==> config.mk <==
export PLATFORM = sky130hd
export DESIGN_NAME = mul_cell_share_ctrl_flat
export DESIGN_NICKNAME = d
export VERILOG_FILES = /design/src/rtl/mul_cell_share_ctrl_if.sv /design/src/rtl/mul_cell_share_ctrl.sv /design/src/flat_wrapper.sv
export SDC_FILE = /design/constraint.sdc
export NUM_CORES = 1
export LEC_CHECK = 0
export BUFFER_PORTS_ARGS = -buffer_cell sky130_fd_sc_hd__buf_2
export CAP_MARGIN = 20
export CORE_AREA = 2 2 180 182
export CTS_BUF_LIST = sky130_fd_sc_hd__clkbuf_8
export DETAILED_ROUTE_END_ITERATION = 8
export DIE_AREA = 0 0 182 184
export PLACE_DENSITY = 0.66
export SYNTH_ARGS = -nofsm -noshare
export SYNTH_HDL_FRONTEND = slang
export SYNTH_SLANG_ARGS = --single-unit
==> constraint.sdc <==
create_clock -name clk -period 10.1 [get_ports clk]
set_input_delay 0.505 -clock clk [delete_from_list [all_inputs] [get_ports clk]]
set_output_delay 0.505 -clock clk [all_outputs]
set_load 0.02 [all_outputs]
==> src/rtl/mul_cell_share_ctrl_if.sv <==
// Requester-side channel of the shared multiplier: request handshake with operands and signs,
// plus the valid/ready response carrying the 64-bit product.
interface mul_cell_share_ctrl_if;
  logic        req_valid;
  logic        req_ready;
  logic [31:0] src1;
  logic [31:0] src2;
  logic        src1_signed;
  logic        src2_signed;
  logic        rsp_valid;
  logic        rsp_ready;
  logic [63:0] rsp_product;

  modport master (
    output req_valid, src1, src2, src1_signed, src2_signed, rsp_ready,
    input  req_ready, rsp_valid, rsp_product
  );

  modport slave (
    input  req_valid, src1, src2, src1_signed, src2_signed, rsp_ready,
    output req_ready, rsp_valid, rsp_product
  );
endinterface

==> src/rtl/mul_cell_share_ctrl.sv <==
// Round-robin sequencer sharing one 16x16 four-partial-product multiplier cell between two
// requesters; recombines the cell's partial products into a 64-bit product per request.
module mul_cell_share_ctrl (
  input  logic                         clk,
  input  logic                         reset,
  mul_cell_share_ctrl_if.slave         a_if,
  mul_cell_share_ctrl_if.slave         b_if,
  output logic [31:0]                  cell_src1,
  output logic [31:0]                  cell_src2,
  output logic                         cell_src1_signed,
  output logic                         cell_src2_signed,
  output logic                         cell_en,
  input  logic [31:0]                  cell_p1,
  input  logic [31:0]                  cell_p2,
  input  logic [31:0]                  cell_p3,
  input  logic [31:0]                  cell_p4,
  output logic                         busy
);

  typedef enum logic [1:0] {
    S_IDLE = 2'd0,
    S_MUL  = 2'd1,
    S_SUM  = 2'd2,
    S_RESP = 2'd3
  } state_t;

  state_t      state_q, state_d;
  logic        ptr_q, ptr_d;        // 0: A has priority, 1: B has priority
  logic        gnt_q, gnt_d;        // 0: A granted, 1: B granted
  logic [31:0] src1_q, src1_d;
  logic [31:0] src2_q, src2_d;
  logic        s1s_q, s1s_d;
  logic        s2s_q, s2s_d;
  logic [63:0] product_q, product_d;

  logic        idle_s;
  logic        grant_a_s;
  logic        grant_b_s;
  logic        rsp_ready_s;
  logic [63:0] sum_s;

  function automatic logic [63:0] ext32(input logic [31:0] v, input logic sgn);
    ext32 = sgn ? {{32{v[31]}}, v} : {32'd0, v};
  endfunction

  // Arbitration and recombination terms shared by next-state and datapath logic
  always_comb begin
    idle_s      = (state_q == S_IDLE);
    grant_a_s   = idle_s & a_if.req_valid & (~b_if.req_valid | ~ptr_q);
    grant_b_s   = idle_s & b_if.req_valid & (~a_if.req_valid | ptr_q);
    rsp_ready_s = gnt_q ? b_if.rsp_ready : a_if.rsp_ready;
    sum_s       = {32'd0, cell_p1}
                + (ext32(cell_p2, s2s_q) << 6'd16)
                + (ext32(cell_p3, s1s_q) << 6'd16)
                + (ext32(cell_p4, s1s_q | s2s_q) << 6'd32);
  end

  // State and datapath registers
  always_ff @(posedge clk or posedge reset) begin
    if (reset) begin
      state_q   <= S_IDLE;
      ptr_q     <= 1'b0;
      gnt_q     <= 1'b0;
      src1_q    <= 32'd0;
      src2_q    <= 32'd0;
      s1s_q     <= 1'b0;
      s2s_q     <= 1'b0;
      product_q <= 64'd0;
    end else begin
      state_q   <= state_d;
      ptr_q     <= ptr_d;
      gnt_q     <= gnt_d;
      src1_q    <= src1_d;
      src2_q    <= src2_d;
      s1s_q     <= s1s_d;
      s2s_q     <= s2s_d;
      product_q <= product_d;
    end
  end

  // Next-state logic
  always_comb begin
    state_d = state_q;
    case (state_q)
      S_IDLE: begin
        if (grant_a_s | grant_b_s) state_d = S_MUL;
        else                       state_d = S_IDLE;
      end
      S_MUL:  state_d = S_SUM;
      S_SUM:  state_d = S_RESP;
      S_RESP: begin
        if (rsp_ready_s) state_d = S_IDLE;
        else             state_d = S_RESP;
      end
      default: state_d = S_IDLE;
    endcase
  end

  // Operand capture on grant, priority rotation and product registration
  always_comb begin
    ptr_d     = ptr_q;
    gnt_d     = gnt_q;
    src1_d    = src1_q;
    src2_d    = src2_q;
    s1s_d     = s1s_q;
    s2s_d     = s2s_q;
    product_d = product_q;
    if (grant_a_s) begin
      gnt_d  = 1'b0;
      ptr_d  = 1'b1;
      src1_d = a_if.src1;
      src2_d = a_if.src2;
      s1s_d  = a_if.src1_signed;
      s2s_d  = a_if.src2_signed;
    end else if (grant_b_s) begin
      gnt_d  = 1'b1;
      ptr_d  = 1'b0;
      src1_d = b_if.src1;
      src2_d = b_if.src2;
      s1s_d  = b_if.src1_signed;
      s2s_d  = b_if.src2_signed;
    end else begin
      gnt_d = gnt_q;
    end
    if (state_q == S_SUM) product_d = sum_s;
    else                  product_d = product_q;
  end

  // Outputs decoded from state and latched registers
  always_comb begin
    a_if.req_ready   = grant_a_s;
    b_if.req_ready   = grant_b_s;
    a_if.rsp_valid   = (state_q == S_RESP) & ~gnt_q;
    b_if.rsp_valid   = (state_q == S_RESP) &  gnt_q;
    a_if.rsp_product = product_q;
    b_if.rsp_product = product_q;
    cell_src1        = src1_q;
    cell_src2        = src2_q;
    cell_src1_signed = s1s_q;
    cell_src2_signed = s2s_q;
    cell_en          = (state_q == S_MUL);
    busy             = ~idle_s;
  end

endmodule

==> src/flat_wrapper.sv <==
// flat-port wrapper written by rule: the top's interface ports become plain ports
module mul_cell_share_ctrl_flat 
  (clk, reset, cell_src1, cell_src2, cell_src1_signed, cell_src2_signed, cell_en, cell_p1, cell_p2, cell_p3, cell_p4, busy, a_if_req_valid, a_if_src1, a_if_src2, a_if_src1_signed, a_if_src2_signed, a_if_rsp_ready, a_if_req_ready, a_if_rsp_valid, a_if_rsp_product, b_if_req_valid, b_if_src1, b_if_src2, b_if_src1_signed, b_if_src2_signed, b_if_rsp_ready, b_if_req_ready, b_if_rsp_valid, b_if_rsp_product);
  mul_cell_share_ctrl_if a_if_i ();
  mul_cell_share_ctrl_if b_if_i ();
  input  logic clk;
  input  logic reset;
  output logic [31:0] cell_src1;
  output logic [31:0] cell_src2;
  output logic cell_src1_signed;
  output logic cell_src2_signed;
  output logic cell_en;
  input  logic [31:0] cell_p1;
  input  logic [31:0] cell_p2;
  input  logic [31:0] cell_p3;
  input  logic [31:0] cell_p4;
  output logic busy;
  input wire logic [$bits(a_if_i.req_valid)-1:0] a_if_req_valid;
  input wire logic [$bits(a_if_i.src1)-1:0] a_if_src1;
  input wire logic [$bits(a_if_i.src2)-1:0] a_if_src2;
  input wire logic [$bits(a_if_i.src1_signed)-1:0] a_if_src1_signed;
  input wire logic [$bits(a_if_i.src2_signed)-1:0] a_if_src2_signed;
  input wire logic [$bits(a_if_i.rsp_ready)-1:0] a_if_rsp_ready;
  output wire logic [$bits(a_if_i.req_ready)-1:0] a_if_req_ready;
  output wire logic [$bits(a_if_i.rsp_valid)-1:0] a_if_rsp_valid;
  output wire logic [$bits(a_if_i.rsp_product)-1:0] a_if_rsp_product;
  input wire logic [$bits(b_if_i.req_valid)-1:0] b_if_req_valid;
  input wire logic [$bits(b_if_i.src1)-1:0] b_if_src1;
  input wire logic [$bits(b_if_i.src2)-1:0] b_if_src2;
  input wire logic [$bits(b_if_i.src1_signed)-1:0] b_if_src1_signed;
  input wire logic [$bits(b_if_i.src2_signed)-1:0] b_if_src2_signed;
  input wire logic [$bits(b_if_i.rsp_ready)-1:0] b_if_rsp_ready;
  output wire logic [$bits(b_if_i.req_ready)-1:0] b_if_req_ready;
  output wire logic [$bits(b_if_i.rsp_valid)-1:0] b_if_rsp_valid;
  output wire logic [$bits(b_if_i.rsp_product)-1:0] b_if_rsp_product;
  assign a_if_i.req_valid = a_if_req_valid;
  assign a_if_i.src1 = a_if_src1;
  assign a_if_i.src2 = a_if_src2;
  assign a_if_i.src1_signed = a_if_src1_signed;
  assign a_if_i.src2_signed = a_if_src2_signed;
  assign a_if_i.rsp_ready = a_if_rsp_ready;
  assign a_if_req_ready = a_if_i.req_ready;
  assign a_if_rsp_valid = a_if_i.rsp_valid;
  assign a_if_rsp_product = a_if_i.rsp_product;
  assign b_if_i.req_valid = b_if_req_valid;
  assign b_if_i.src1 = b_if_src1;
  assign b_if_i.src2 = b_if_src2;
  assign b_if_i.src1_signed = b_if_src1_signed;
  assign b_if_i.src2_signed = b_if_src2_signed;
  assign b_if_i.rsp_ready = b_if_rsp_ready;
  assign b_if_req_ready = b_if_i.req_ready;
  assign b_if_rsp_valid = b_if_i.rsp_valid;
  assign b_if_rsp_product = b_if_i.rsp_product;
  mul_cell_share_ctrl u_core (.clk(clk), .reset(reset), .a_if(a_if_i), .b_if(b_if_i), .cell_src1(cell_src1), .cell_src2(cell_src2), .cell_src1_signed(cell_src1_signed), .cell_src2_signed(cell_src2_signed), .cell_en(cell_en), .cell_p1(cell_p1), .cell_p2(cell_p2), .cell_p3(cell_p3), .cell_p4(cell_p4), .busy(busy));
endmodule
==> results.toml <==
[synthesis]
yosysTopAreaCellShare_pct = 35.2
ys_async_sr_fraction_pct = 100
yosysWarnings = 0
synth_cell_types = 61
syn-num-nets = 1389
synth-seq-cells = 134
synth-edff-count = 0
synth_area_leaders = "dfrtp_1, fa_1, nand2_1"
syn_area_um2 = 9520
syn_inst = 1028
ys_seq_area_share_pct = 35.2
synthFlopType = "dfrtp_1"
netlist.top_cell.by_area = "dfrtp_1"
syn_area_per_cell_um2 = 9.26

[clock_network]
clk_pin_slew_ns = 0.10
numClockSinks = 134
clk_latency_ns = 0.46
htreeDepth = 4
cts_root_buffer = "clkbuf_8"
clockBufferDepth = 2
postCtsSetupBuffers = 0
holdBufCountCts = 0
ctsResizeCount = 0
cts_tree = "yes"
numCtsBuffers = 17

[pwr]
leakage_nw = 6.37
p_seq_share_pct = 27.4
p_sw_share_pct = 51.6
power.density_nw_per_um2 = 299
ir_worst_vdd_v = 0.000136
switchingPower_mw = 1.88
power_frac_clock_pct = 12.5
internal_power_mw = 1.77
p_total_mw = 3.65
pwr-share-comb_pct = 60.0

[cells_and_area]
instances_no_fill = 1824
layout_commonest_cell = "buf_2"
nets = 1769
drive_gt1_share_pct = 37.0
area_growth_pct = 28.3
final_cell_mix = "buf_2, nand2_1, dfrtp_1"
final_core_util_pct = 38.9

[worst_setup_path]
critPathRequiredTime_ns = 10.45
path_class = "reg -> reg"
endpoint_kind = "flip-flop"
crit_slowest_cell = "and2_1"
cp.arrival_ns = 4.21
critPathLaunchType = "flip-flop"
path_buf_inv = 0
cp_top_family = "compound AO/OA/AOI/OAI gates"
crit_path_max_incr_delay_ns = 0.72
critPathMaxFanout = 16
cp_cell_sequence = "and2_1 -> fa_1 -> ha_1 -> a21oi_1 -> o21a_1 -> o21a_1 -> o21ai_0 -> a31oi_1 -> a21oi_1 -> or3_1 -> a31o_1"

[global_route]
grt_max_degree = 111
grt_pass1_wl_mm = 45.9
grt_antenna_before_repair = 3
first_global_vias = 8624
gr-total-overflow = 0
grt_use_total_pct = 17.5

[sta]
fmax_mhz = 259
relSlewSlack_pct = 28.9
worst_slack_ns = 6.24
finalCritPeriodShare_pct = 38.2
setup_tns_ns = 0
report.final.slew_viol_count = 0
finClkSkew_ns = 0.0190
period_minus_slack_ns = 3.86
worstMarginPinSlew_ns = 1.07
hold_viol = 0
grt_setup_unrepaired = "false"
setup_viol = 0

[floorplanning]
dieArea_um2 = 33500
die_y_um = 184
core_area_um2 = 31400
num_rows = 65
io_pins = 466
fp.dieW_um = 182
start_util_pct = 30.3

[route]
drtIter0Drc = 560
num_vias = 8929
drc = 0
drt_pre_antenna_iters = 7
post_drt_wl_per_cell_um = 16.8
drt_wl_total_mm = 30.6
vias_per_cell = 4.90
postRouteAntennaNets = 0

[place]
post-place-cells = 1789
hpwl_mm = 24.7
post-place-ws_ns = 5.84
gp_congestion = 0.866
port_buffers = 465

[hold_path]
holdCritPathClass = "in -> async"

[outcome]
status = "finished, final reports clean"

[job]
max_cap_violations = 0
[logic make-up after synthesis]
kind of cell | count (synthesis) | synth area share (%)
flip-flops | 134 | 35.2
AND/OR/NAND/NOR | 280 | 13.1
multiplexers | 34 | 3.59
adder cells (fa/ha/maj) | 95 | 16.3
XOR/XNOR | 34 | 3.13
buffers and inverters | 176 | 9.59
AO/OA/AOI/OAI | 275 | 19.1
[metrics by stage]
step | hold slack, ns | area (µm²)
floorplan | 0.479 | 9520
CTS | 0.0904 | 12200
finish | 0.0986 | 12200
detailed placement | 0.464 | 11800
global placement | 0.459 | 11800
global route | 0.122 | 12200
[worst register-to-register path: stages (launching register included)]
cell,delay (ns)
dfrtp_1,0.38
and2_1,0.72
fa_1,0.56
ha_1,0.38
a21oi_1,0.33
o21a_1,0.22
o21a_1,0.14
o21ai_0,0.07
a31oi_1,0.25
a21oi_1,0.12
or3_1,0.35
a31o_1,0.22
[registers in the layout (all words and copies together) (netlist names)]
register,count
u_core.cell_src2,32
u_core.cell_src2_signed,1
u_core.a_if.rsp_product,64
u_core.cell_src1,32
u_core.cell_src1_signed,1
u_core.state_q,2
u_core.gnt_q,1
u_core.ptr_q,1
[cells in the mapped netlist (all sizes together) (3+ instances only)]
| library cell | number |
|---|---|
| a31oi | 9 |
| a31o | 4 |
| xor2 | 12 |
| a222oi | 34 |
| o21a | 6 |
| a21o | 16 |
| inv | 64 |
| o21ai | 105 |
| o31ai | 6 |
| nand2 | 168 |
| dfrtp | 134 |
| nor3b | 3 |
| nor2 | 29 |
| a21oi | 49 |
| o211ai | 5 |
| or3 | 3 |
| or4 | 3 |
| a21bo | 3 |
| nand2b | 5 |
| mux2i | 33 |
| fa | 48 |
| clkbuf | 38 |
| o21bai | 10 |
| a211oi | 10 |
| nand3 | 20 |
| ha | 47 |
| nor2b | 7 |
| nor3 | 11 |
| buf | 74 |
| nand4 | 11 |
| and2 | 7 |
| xnor2 | 22 |
| and3 | 8 |
[cell type report]
| type | instances | area, µm² |
|---|---|---|
| antenna | 1 | 2.50 |
| timing repair buffer | 473 | 2430 |
| sequential | 134 | 3350 |
| fill | 3220 | 19200 |
| multi-input combinational | 718 | 5290 |
| clock buffer | 17 | 234 |
| tap | 402 | 503 |
| clock inverter | 15 | 158 |
| inverter | 64 | 245 |
[path summary, 6_finish.rpt]
kind | startpoint | endpoint | slack, ns | cells after the start
worst max-delay path | u_core.cell_src2_signed | u_core.a_if.rsp_product[62] | 6.24 | 11
worst min-delay path | reset | u_core.cell_src1[8] | 0.1 | 2
worst max register to register | u_core.cell_src2_signed | u_core.a_if.rsp_product[62] | 6.24 | 11
worst min register to register | u_core.cell_src1[12] | u_core.cell_src1[12] | 0.48 | 2
max in group asynchronous | reset | u_core.cell_src2[28] | 8.89 | 4
min in group clk | cell_p1[6] | u_core.a_if.rsp_product[6] | 0.23 | 3
[metal layers]
metal / global-route usage (%) / vias to the layer above / routed length (µm)
met4: 4.81 / 4 / 467
li1: - / 4313 / -
met5: 0 / - / 21
met2: 29.9 / 305 / 15200
met3: 2.87 / 25 / 1640
met1: 22.9 / 4282 / 13300
[power by group through the flow]
stage / logic, mW / registers (mW) / clock network [mW]
floorplan: 1.34 / 1.26 / 0
global placement: 2.16 / 1.01 / 0
CTS: 2.20 / 1.01 / 0.481
detailed placement: 2.20 / 1.01 / 0
finish: 2.19 / 1.00 / 0.457
global route: 2.40 / 1.04 / 0.500
No activity file was read; power rests on OpenSTA's default activity.
